<file path="config.mk">
export PLATFORM = sky130hd
export DESIGN_NAME = alu_result_collector
export DESIGN_NICKNAME = d
export VERILOG_FILES = /design/src/rtl/alu_pkg.sv /design/src/rtl/alu_res_fifo.sv /design/src/rtl/alu_result_collector.sv
export SDC_FILE = /design/constraint.sdc
export NUM_CORES = 1
export LEC_CHECK = 0
export BUFFER_PORTS_ARGS = -buffer_cell sky130_fd_sc_hd__buf_2
export CORE_ASPECT_RATIO = 0.7
export CORE_MARGIN = 5
export CORE_UTILIZATION = 37
export DETAILED_ROUTE_END_ITERATION = 8
export SYNTH_ARGS = -nofsm -noshare
export SYNTH_HDL_FRONTEND = slang
export SYNTH_HIERARCHICAL = 1
export SYNTH_SLANG_ARGS = --single-unit
</file>
<file path="constraint.sdc">
create_clock -name clk -period 5.6 [get_ports clk]
set_clock_uncertainty 0.2 [all_clocks]
set_input_delay 0.56 -clock clk [delete_from_list [all_inputs] [get_ports clk]]
set_output_delay 0.56 -clock clk [all_outputs]
set_load 0.02 [all_outputs]
</file>
<file path="src/rtl/alu_pkg.sv">
// Shared types for the ALU result collector: command encodings, flag bit positions,
// the captured-result record and the latency-tracker slot.
package alu_pkg;

    localparam int ALU_OP_W  = 8;
    localparam int ALU_CMD_W = 4;
    localparam int ALU_RES_W = 2 * ALU_OP_W;
    localparam int FLAG_W    = 6;

    localparam logic [ALU_CMD_W-1:0] ALU_MUL_CMD0 = 4'd9;
    localparam logic [ALU_CMD_W-1:0] ALU_MUL_CMD1 = 4'd10;

    // Bit positions inside the packed {cout,oflow,g,l,e,err} flag vector.
    localparam int FLAG_COUT  = 5;
    localparam int FLAG_OFLOW = 4;
    localparam int FLAG_G     = 3;
    localparam int FLAG_L     = 2;
    localparam int FLAG_E     = 1;
    localparam int FLAG_ERR   = 0;

    typedef struct packed {
        logic [ALU_RES_W-1:0] res;
        logic                 cout;
        logic                 oflow;
        logic                 g;
        logic                 l;
        logic                 e;
        logic                 err;
        logic [ALU_CMD_W-1:0] cmd;
        logic                 mode;
    } alu_res_t;

    typedef struct packed {
        logic                 vld;
        logic [ALU_CMD_W-1:0] cmd;
        logic                 mode;
        logic [1:0]           rem;
    } slot_t;

    function automatic logic [1:0] op_latency(
        input logic                 mode,
        input logic [ALU_CMD_W-1:0] cmd,
        input logic [ALU_CMD_W-1:0] mul0,
        input logic [ALU_CMD_W-1:0] mul1
    );
        if (mode && ((cmd == mul0) || (cmd == mul1))) begin
            return 2'd2;
        end
        return 2'd1;
    endfunction

endpackage

</file>
<file path="src/rtl/alu_res_fifo.sv">
// In-order FIFO of captured ALU results with a registered head; a push into an empty
// FIFO is visible one cycle later, and a push while full is accepted only alongside a pop.
module alu_res_fifo
    import alu_pkg::*;
#(
    parameter  int DEPTH = 8,
    localparam int AW    = $clog2(DEPTH)
) (
    input  logic          clk,
    input  logic          rst_n,
    input  logic          push_i,
    input  alu_res_t      push_dat_i,
    input  logic          pop_i,
    output alu_res_t      head_dat_o,
    output logic          full_o,
    output logic          empty_o,
    output logic [AW:0]   count_o
);

    localparam logic [AW:0]   FULL_CNT = (AW + 1)'(DEPTH);
    localparam logic [AW:0]   CNT_ONE  = (AW + 1)'(1);
    localparam logic [AW-1:0] PTR_ONE  = AW'(1);

    alu_res_t      mem_q [DEPTH];
    alu_res_t      head_q, head_d;
    logic [AW-1:0] wr_ptr_q, wr_ptr_d;
    logic [AW-1:0] rd_ptr_q, rd_ptr_d;
    logic [AW:0]   count_q, count_d;
    logic          push_ok, pop_ok;

    always_comb begin
        pop_ok   = pop_i && (count_q != '0);
        push_ok  = push_i && ((count_q != FULL_CNT) || pop_ok);
        wr_ptr_d = push_ok ? (wr_ptr_q + PTR_ONE) : wr_ptr_q;
        rd_ptr_d = pop_ok  ? (rd_ptr_q + PTR_ONE) : rd_ptr_q;

        unique case ({push_ok, pop_ok})
            2'b10:   count_d = count_q + CNT_ONE;
            2'b01:   count_d = count_q - CNT_ONE;
            default: count_d = count_q;
        endcase

        // Head register tracks the next head; when that slot is being written this
        // cycle the incoming entry is forwarded. An emptied FIFO keeps the last head.
        head_d = head_q;
        if (count_d != '0) begin
            if (push_ok && (wr_ptr_q == rd_ptr_d)) begin
                head_d = push_dat_i;
            end else begin
                head_d = mem_q[rd_ptr_d];
            end
        end
    end

    always_ff @(posedge clk) begin
        if (push_ok) begin
            mem_q[wr_ptr_q] <= push_dat_i;
        end
    end

    always_ff @(posedge clk or negedge rst_n) begin
        if (!rst_n) begin
            wr_ptr_q <= '0;
            rd_ptr_q <= '0;
            count_q  <= '0;
            head_q   <= '0;
        end else begin
            wr_ptr_q <= wr_ptr_d;
            rd_ptr_q <= rd_ptr_d;
            count_q  <= count_d;
            head_q   <= head_d;
        end
    end

    assign head_dat_o = head_q;
    assign full_o     = (count_q == FULL_CNT);
    assign empty_o    = (count_q == '0);
    assign count_o    = count_q;

endmodule

</file>
<file path="src/rtl/alu_result_collector.sv">
// Snoops ALU issues, captures res/flags 1 or 2 enabled cycles later into an in-order FIFO;
// head is valid/ready, results arriving while full and not popping are dropped and counted.
module alu_result_collector
    import alu_pkg::*;
#(
    parameter int                   OP_WIDTH  = ALU_OP_W,
    parameter int                   CMD_WIDTH = ALU_CMD_W,
    parameter int                   RES_W     = 2 * OP_WIDTH,
    parameter int                   DEPTH     = 8,
    parameter logic [CMD_WIDTH-1:0] MUL_CMD0  = ALU_MUL_CMD0,
    parameter logic [CMD_WIDTH-1:0] MUL_CMD1  = ALU_MUL_CMD1
) (
    input  logic                     clk,
    input  logic                     rst,
    input  logic                     ce,
    input  logic                     mode,
    input  logic [1:0]               inp_valid,
    input  logic [CMD_WIDTH-1:0]     cmd,
    input  logic [RES_W-1:0]         res,
    input  logic                     cout,
    input  logic                     oflow,
    input  logic                     g,
    input  logic                     l,
    input  logic                     e,
    input  logic                     err,
    output logic                     out_valid,
    input  logic                     out_ready,
    output logic [RES_W-1:0]         out_res,
    output logic [FLAG_W-1:0]        out_flags,
    output logic [CMD_WIDTH-1:0]     out_cmd,
    output logic                     out_mode,
    output logic [$clog2(DEPTH):0]   count,
    output logic [7:0]               drop_cnt,
    output logic                     coll_err
);

    slot_t      s0_q, s0_d;
    slot_t      s1_q, s1_d;
    logic [7:0] drop_cnt_q, drop_cnt_d;
    logic       coll_err_q, coll_err_d;

    logic       issue, mature0, mature1;
    logic       push, pop, drop;
    logic       fifo_full, fifo_empty;
    alu_res_t   push_dat, head;

    always_comb begin
        s0_d       = s0_q;
        s1_d       = s1_q;
        coll_err_d = coll_err_q;
        drop_cnt_d = drop_cnt_q;

        issue   = ce && (inp_valid != 2'b00);
        mature0 = s0_q.vld && (s0_q.rem == 2'd1);
        mature1 = s1_q.vld;
        push    = ce && (mature0 || mature1);

        // When a multiply and the following 1-cycle op mature together, the ALU output
        // belongs to the younger op, so its cmd/mode tag the single captured entry.
        push_dat       = '0;
        push_dat.res   = res;
        push_dat.cout  = cout;
        push_dat.oflow = oflow;
        push_dat.g     = g;
        push_dat.l     = l;
        push_dat.e     = e;
        push_dat.err   = err;
        push_dat.cmd   = mature0 ? s0_q.cmd  : s1_q.cmd;
        push_dat.mode  = mature0 ? s0_q.mode : s1_q.mode;

        if (ce) begin
            s0_d = '0;
            s1_d = '0;
            if (issue) begin
                s0_d.vld  = 1'b1;
                s0_d.cmd  = cmd;
                s0_d.mode = mode;
                s0_d.rem  = op_latency(mode, cmd, MUL_CMD0, MUL_CMD1);
            end
            if (s0_q.vld && (s0_q.rem == 2'd2)) begin
                s1_d.vld  = 1'b1;
                s1_d.cmd  = s0_q.cmd;
                s1_d.mode = s0_q.mode;
                s1_d.rem  = 2'd1;
            end
            if (mature0 && mature1) begin
                coll_err_d = 1'b1;
            end
        end

        pop  = out_ready && !fifo_empty;
        drop = push && fifo_full && !pop;
        if (drop && (drop_cnt_q != 8'hFF)) begin
            drop_cnt_d = drop_cnt_q + 8'd1;
        end
    end

    always_ff @(posedge clk or negedge rst) begin
        if (!rst) begin
            s0_q       <= '0;
            s1_q       <= '0;
            drop_cnt_q <= '0;
            coll_err_q <= 1'b0;
        end else begin
            s0_q       <= s0_d;
            s1_q       <= s1_d;
            drop_cnt_q <= drop_cnt_d;
            coll_err_q <= coll_err_d;
        end
    end

    alu_res_fifo #(
        .DEPTH (DEPTH)
    ) u_fifo (
        .clk        (clk),
        .rst_n      (rst),
        .push_i     (push),
        .push_dat_i (push_dat),
        .pop_i      (out_ready),
        .head_dat_o (head),
        .full_o     (fifo_full),
        .empty_o    (fifo_empty),
        .count_o    (count)
    );

    always_comb begin
        out_flags             = '0;
        out_flags[FLAG_COUT]  = head.cout;
        out_flags[FLAG_OFLOW] = head.oflow;
        out_flags[FLAG_G]     = head.g;
        out_flags[FLAG_L]     = head.l;
        out_flags[FLAG_E]     = head.e;
        out_flags[FLAG_ERR]   = head.err;
    end

    assign out_valid = !fifo_empty;
    assign out_res   = head.res;
    assign out_cmd   = head.cmd;
    assign out_mode  = head.mode;
    assign drop_cnt  = drop_cnt_q;
    assign coll_err  = coll_err_q;

endmodule

</file>
==> out/metrics.cfg <==
[sta]
max_freq_ghz=0.2573
worstMarginPinSlew_ps=911.9
slew_headroom_pct=38.41
rsz0062_at_grt=no
hold_violations=0
setup_viol=0
period_share_pct=69.41
period_minus_slack_ps=3887
timing.setup.tns_ps=0
worst_slack_ps=1713
finalMaxSlewViolations=0
fin_hold_ws_ps=10.45

[setup_path]
start_kind=flip-flop
cp.arrival_ps=4140
critPathKind=reg -> reg
cp-startpoint=u_fifo/count_o[2]
crit_fanout=27
required_ps=5850
end_kind=flip-flop
r2r_start=u_fifo/count_o[2]

[final_layout]
nNetsFinal=906
fillers=2746
drive_gt1_share_pct=20.61
diodes=0
final_util_pct=43.52
area_delta_synth_final_pct=15.10

[drt]
drtIter0Drc=417
drc=0
post_drt_wl_per_cell_um=20.92
dr.pass1.iters=5
routed_wl_mm=27.20
final_antenna_net_count=0
drt-vias-per-instance=5.368
vias=6978

[grt]
grt_pass1_wl_mm=41.90
grt_pass1_vias=6951
grtUsageTotal_pct=15.56
grt_antenna_before_repair=0
grt-ovfl-total=0
grt_start_max_net_pins=109

[placed_design]
place.port_buffers=73
place_ws_ps=1600
dpl.hpwl_mm=14.97
globalplace.congestion=0.8022

[synth]
syn_inst=794
synth_cell_types=62
synth_fa_ha_area_share_pct=0.7207
synth-seq-area-share_pct=69.71
yosys.area_share.simple_pct=8.714
syn-cell-area_um2=11460
synthXorXnorAreaFrac_pct=1.059
ys.flop_type=edfxtp_1
synthMuxAreaShare_pct=5.285
ys_ff_latch=276
synth_compound_area_share_pct=12.10
syn_avg_cell_area_um2=14.43
synth_edf_count=216
syn_nets=833
yosysWarnings=6
synth_top_family_by_area=compound AO/OA/AOI/OAI gates
async_reset_ff_share_pct=21.74

[die]
fp.dieH_um=157.2
fp.dieW_um=220.3
pin_count=74
rows=53
dieArea_um2=34640
initial_core_util_pct=37.81
core_area_um2=30310

[clock_tree]
cts_root_buf=clkbuf_16
numClockSinks=276
clk_pin_slew_worst_paths_ps=60
cts_setup_buffers=0
cts_buffer_depth=3
cts_buffers=27
cts_hold_buf=0
cts_tree=done
cts_resized=0
htreeDepth=1
clk_latency_ps=530

[power]
ir_drop_uv=356.9
total_power_uw=7173
power.density_nw_per_um2=543.9
leakage_uw=0.004829

[run_status]
outcome=finished clean

[run]
cap_violations=0

[hold_path]
min_path_type=in -> async

-- layout by cell type, fill, tap and decap left out, types with 5 or more instances in the layout --
cell type and instances:
a21oi_1 36, a22o_1 5, a2bb2oi_1 7, a2bb2oi_2 20, a32oi_1 54, buf_2 73
buf_4 17, clkbuf_1 6, clkbuf_16 27, clkinv_2 7, dfrtp_1 60, edfxtp_1 216
ha_1 5, inv_1 14, mux2i_1 56, nand2_1 143, nand3_1 33, nor2_1 10
o2bb2ai_1 5, xnor2_1 6, xor2_1 6
-- final timing paths --
path                       slack, ps                     to  cells past startpoint
max                             1710  u_fifo/head_dat_o[17]                     10
min                               10  u_fifo/head_dat_o[25]                      2
max reg2reg                     1710  u_fifo/head_dat_o[17]                     10
min reg2reg                      270               coll_err                      1
max in group asynchronous       4630  u_fifo/head_dat_o[22]                      2
min in group clk                  80                s0_q[5]                      3
-- worst max-delay path, cell delays in order, from the launching register on --
cell	delay [ps]
dfrtp_1	450
o41ai_1	860
nor2_1	180
ha_1	400
a21oi_1	190
a21oi_1	110
o32ai_1	460
or2_2	210
a21o_1	80
buf_4	440
a2bb2oi_1	200
-- stage by stage --
step | instance area, um^2 | cells
floorplan | 11460 | 794
global placement | 12340 | 1250
detailed placement | 12340 | 1250
CTS | 13190 | 1300
global route | 13190 | 1300
finish | 13190 | 1300
-- sequential cells by signal, summed over array words and instances, names as in the netlist, 3 cells and up --
signal / flops
s0_q: 8
drop_cnt: 8
u_fifo/head_dat_o: 27
u_fifo/mem_q: 216
u_fifo/count_o: 4
s1_q: 5
u_fifo/rd_ptr_q: 3
u_fifo/wr_ptr_q: 3
-- routing by layer --
layer,track usage [%],part of all wire (%),vias to the layer above
li1,-,-,3197
met1,24.06,50,3576
met2,23.40,44,165
met3,2.307,4.9,40
met4,3.297,1.7,0
met5,0,0,-
-- power breakdown --
part           internal [uW]  leakage, uW  switching (uW)
Clock                    987     0.000418             746
Combinational           1060      0.00173            1680
Sequential              2480      0.00268             220
Total                   4530      0.00483            2640
-- layout make-up --
class / instances / area, um^2 / area share [%]
Clock buffer: 37 / 753.2 / 5.711
Inverter: 15 / 56.30 / 0.4269
Timing Repair Buffer: 91 / 513.0 / 3.890
Clock inverter: 13 / 96.34 / 0.7305
Multi-Input combinational cell: 456 / 3267 / 24.77
Tap cell: 412 / 515.5 / 3.909
Sequential cell: 276 / 7988 / 60.56
-- cells in the mapped netlist, types with 3 or more instances --
master	count	area (um^2)
mux2i_1	56	560.5
dfrtp_1	60	1501
a32oi_1	54	473.0
ha_1	5	62.56
nor4_1	3	18.77
nor2_1	11	41.29
or2_2	3	18.77
xnor2_1	6	52.55
nor4b_1	4	35.03
xor2_1	6	52.55
o2bb2ai_1	5	43.79
nand2_1	143	536.8
a22o_1	5	43.79
buf_2	13	65.06
o21a_1	3	22.52
clkbuf_1	29	108.9
a21oi_1	36	180.2
nand3_1	34	170.2
a21o_1	4	30.03
a211o_1	3	26.28
nor3_1	5	25.02
edfxtp_1	216	6486
buf_6	3	33.78
a2bb2oi_2	20	300.3
inv_1	14	52.55
a2bb2oi_1	7	61.31
-- kinds of logic (layout without fill, tap and decap cells) --
group / count (synthesis) / after routing
xor gates and xnor gates: 13 / 13
muxes: 60 / 60
DFF: 276 / 276
AOI/OAI and AO/OA: 156 / 156
and+or+nand+nor: 221 / 221
buffers and inverters: 62 / 156
adders and majority gates: 6 / 6
No activity file was read; power rests on OpenSTA's default activity.
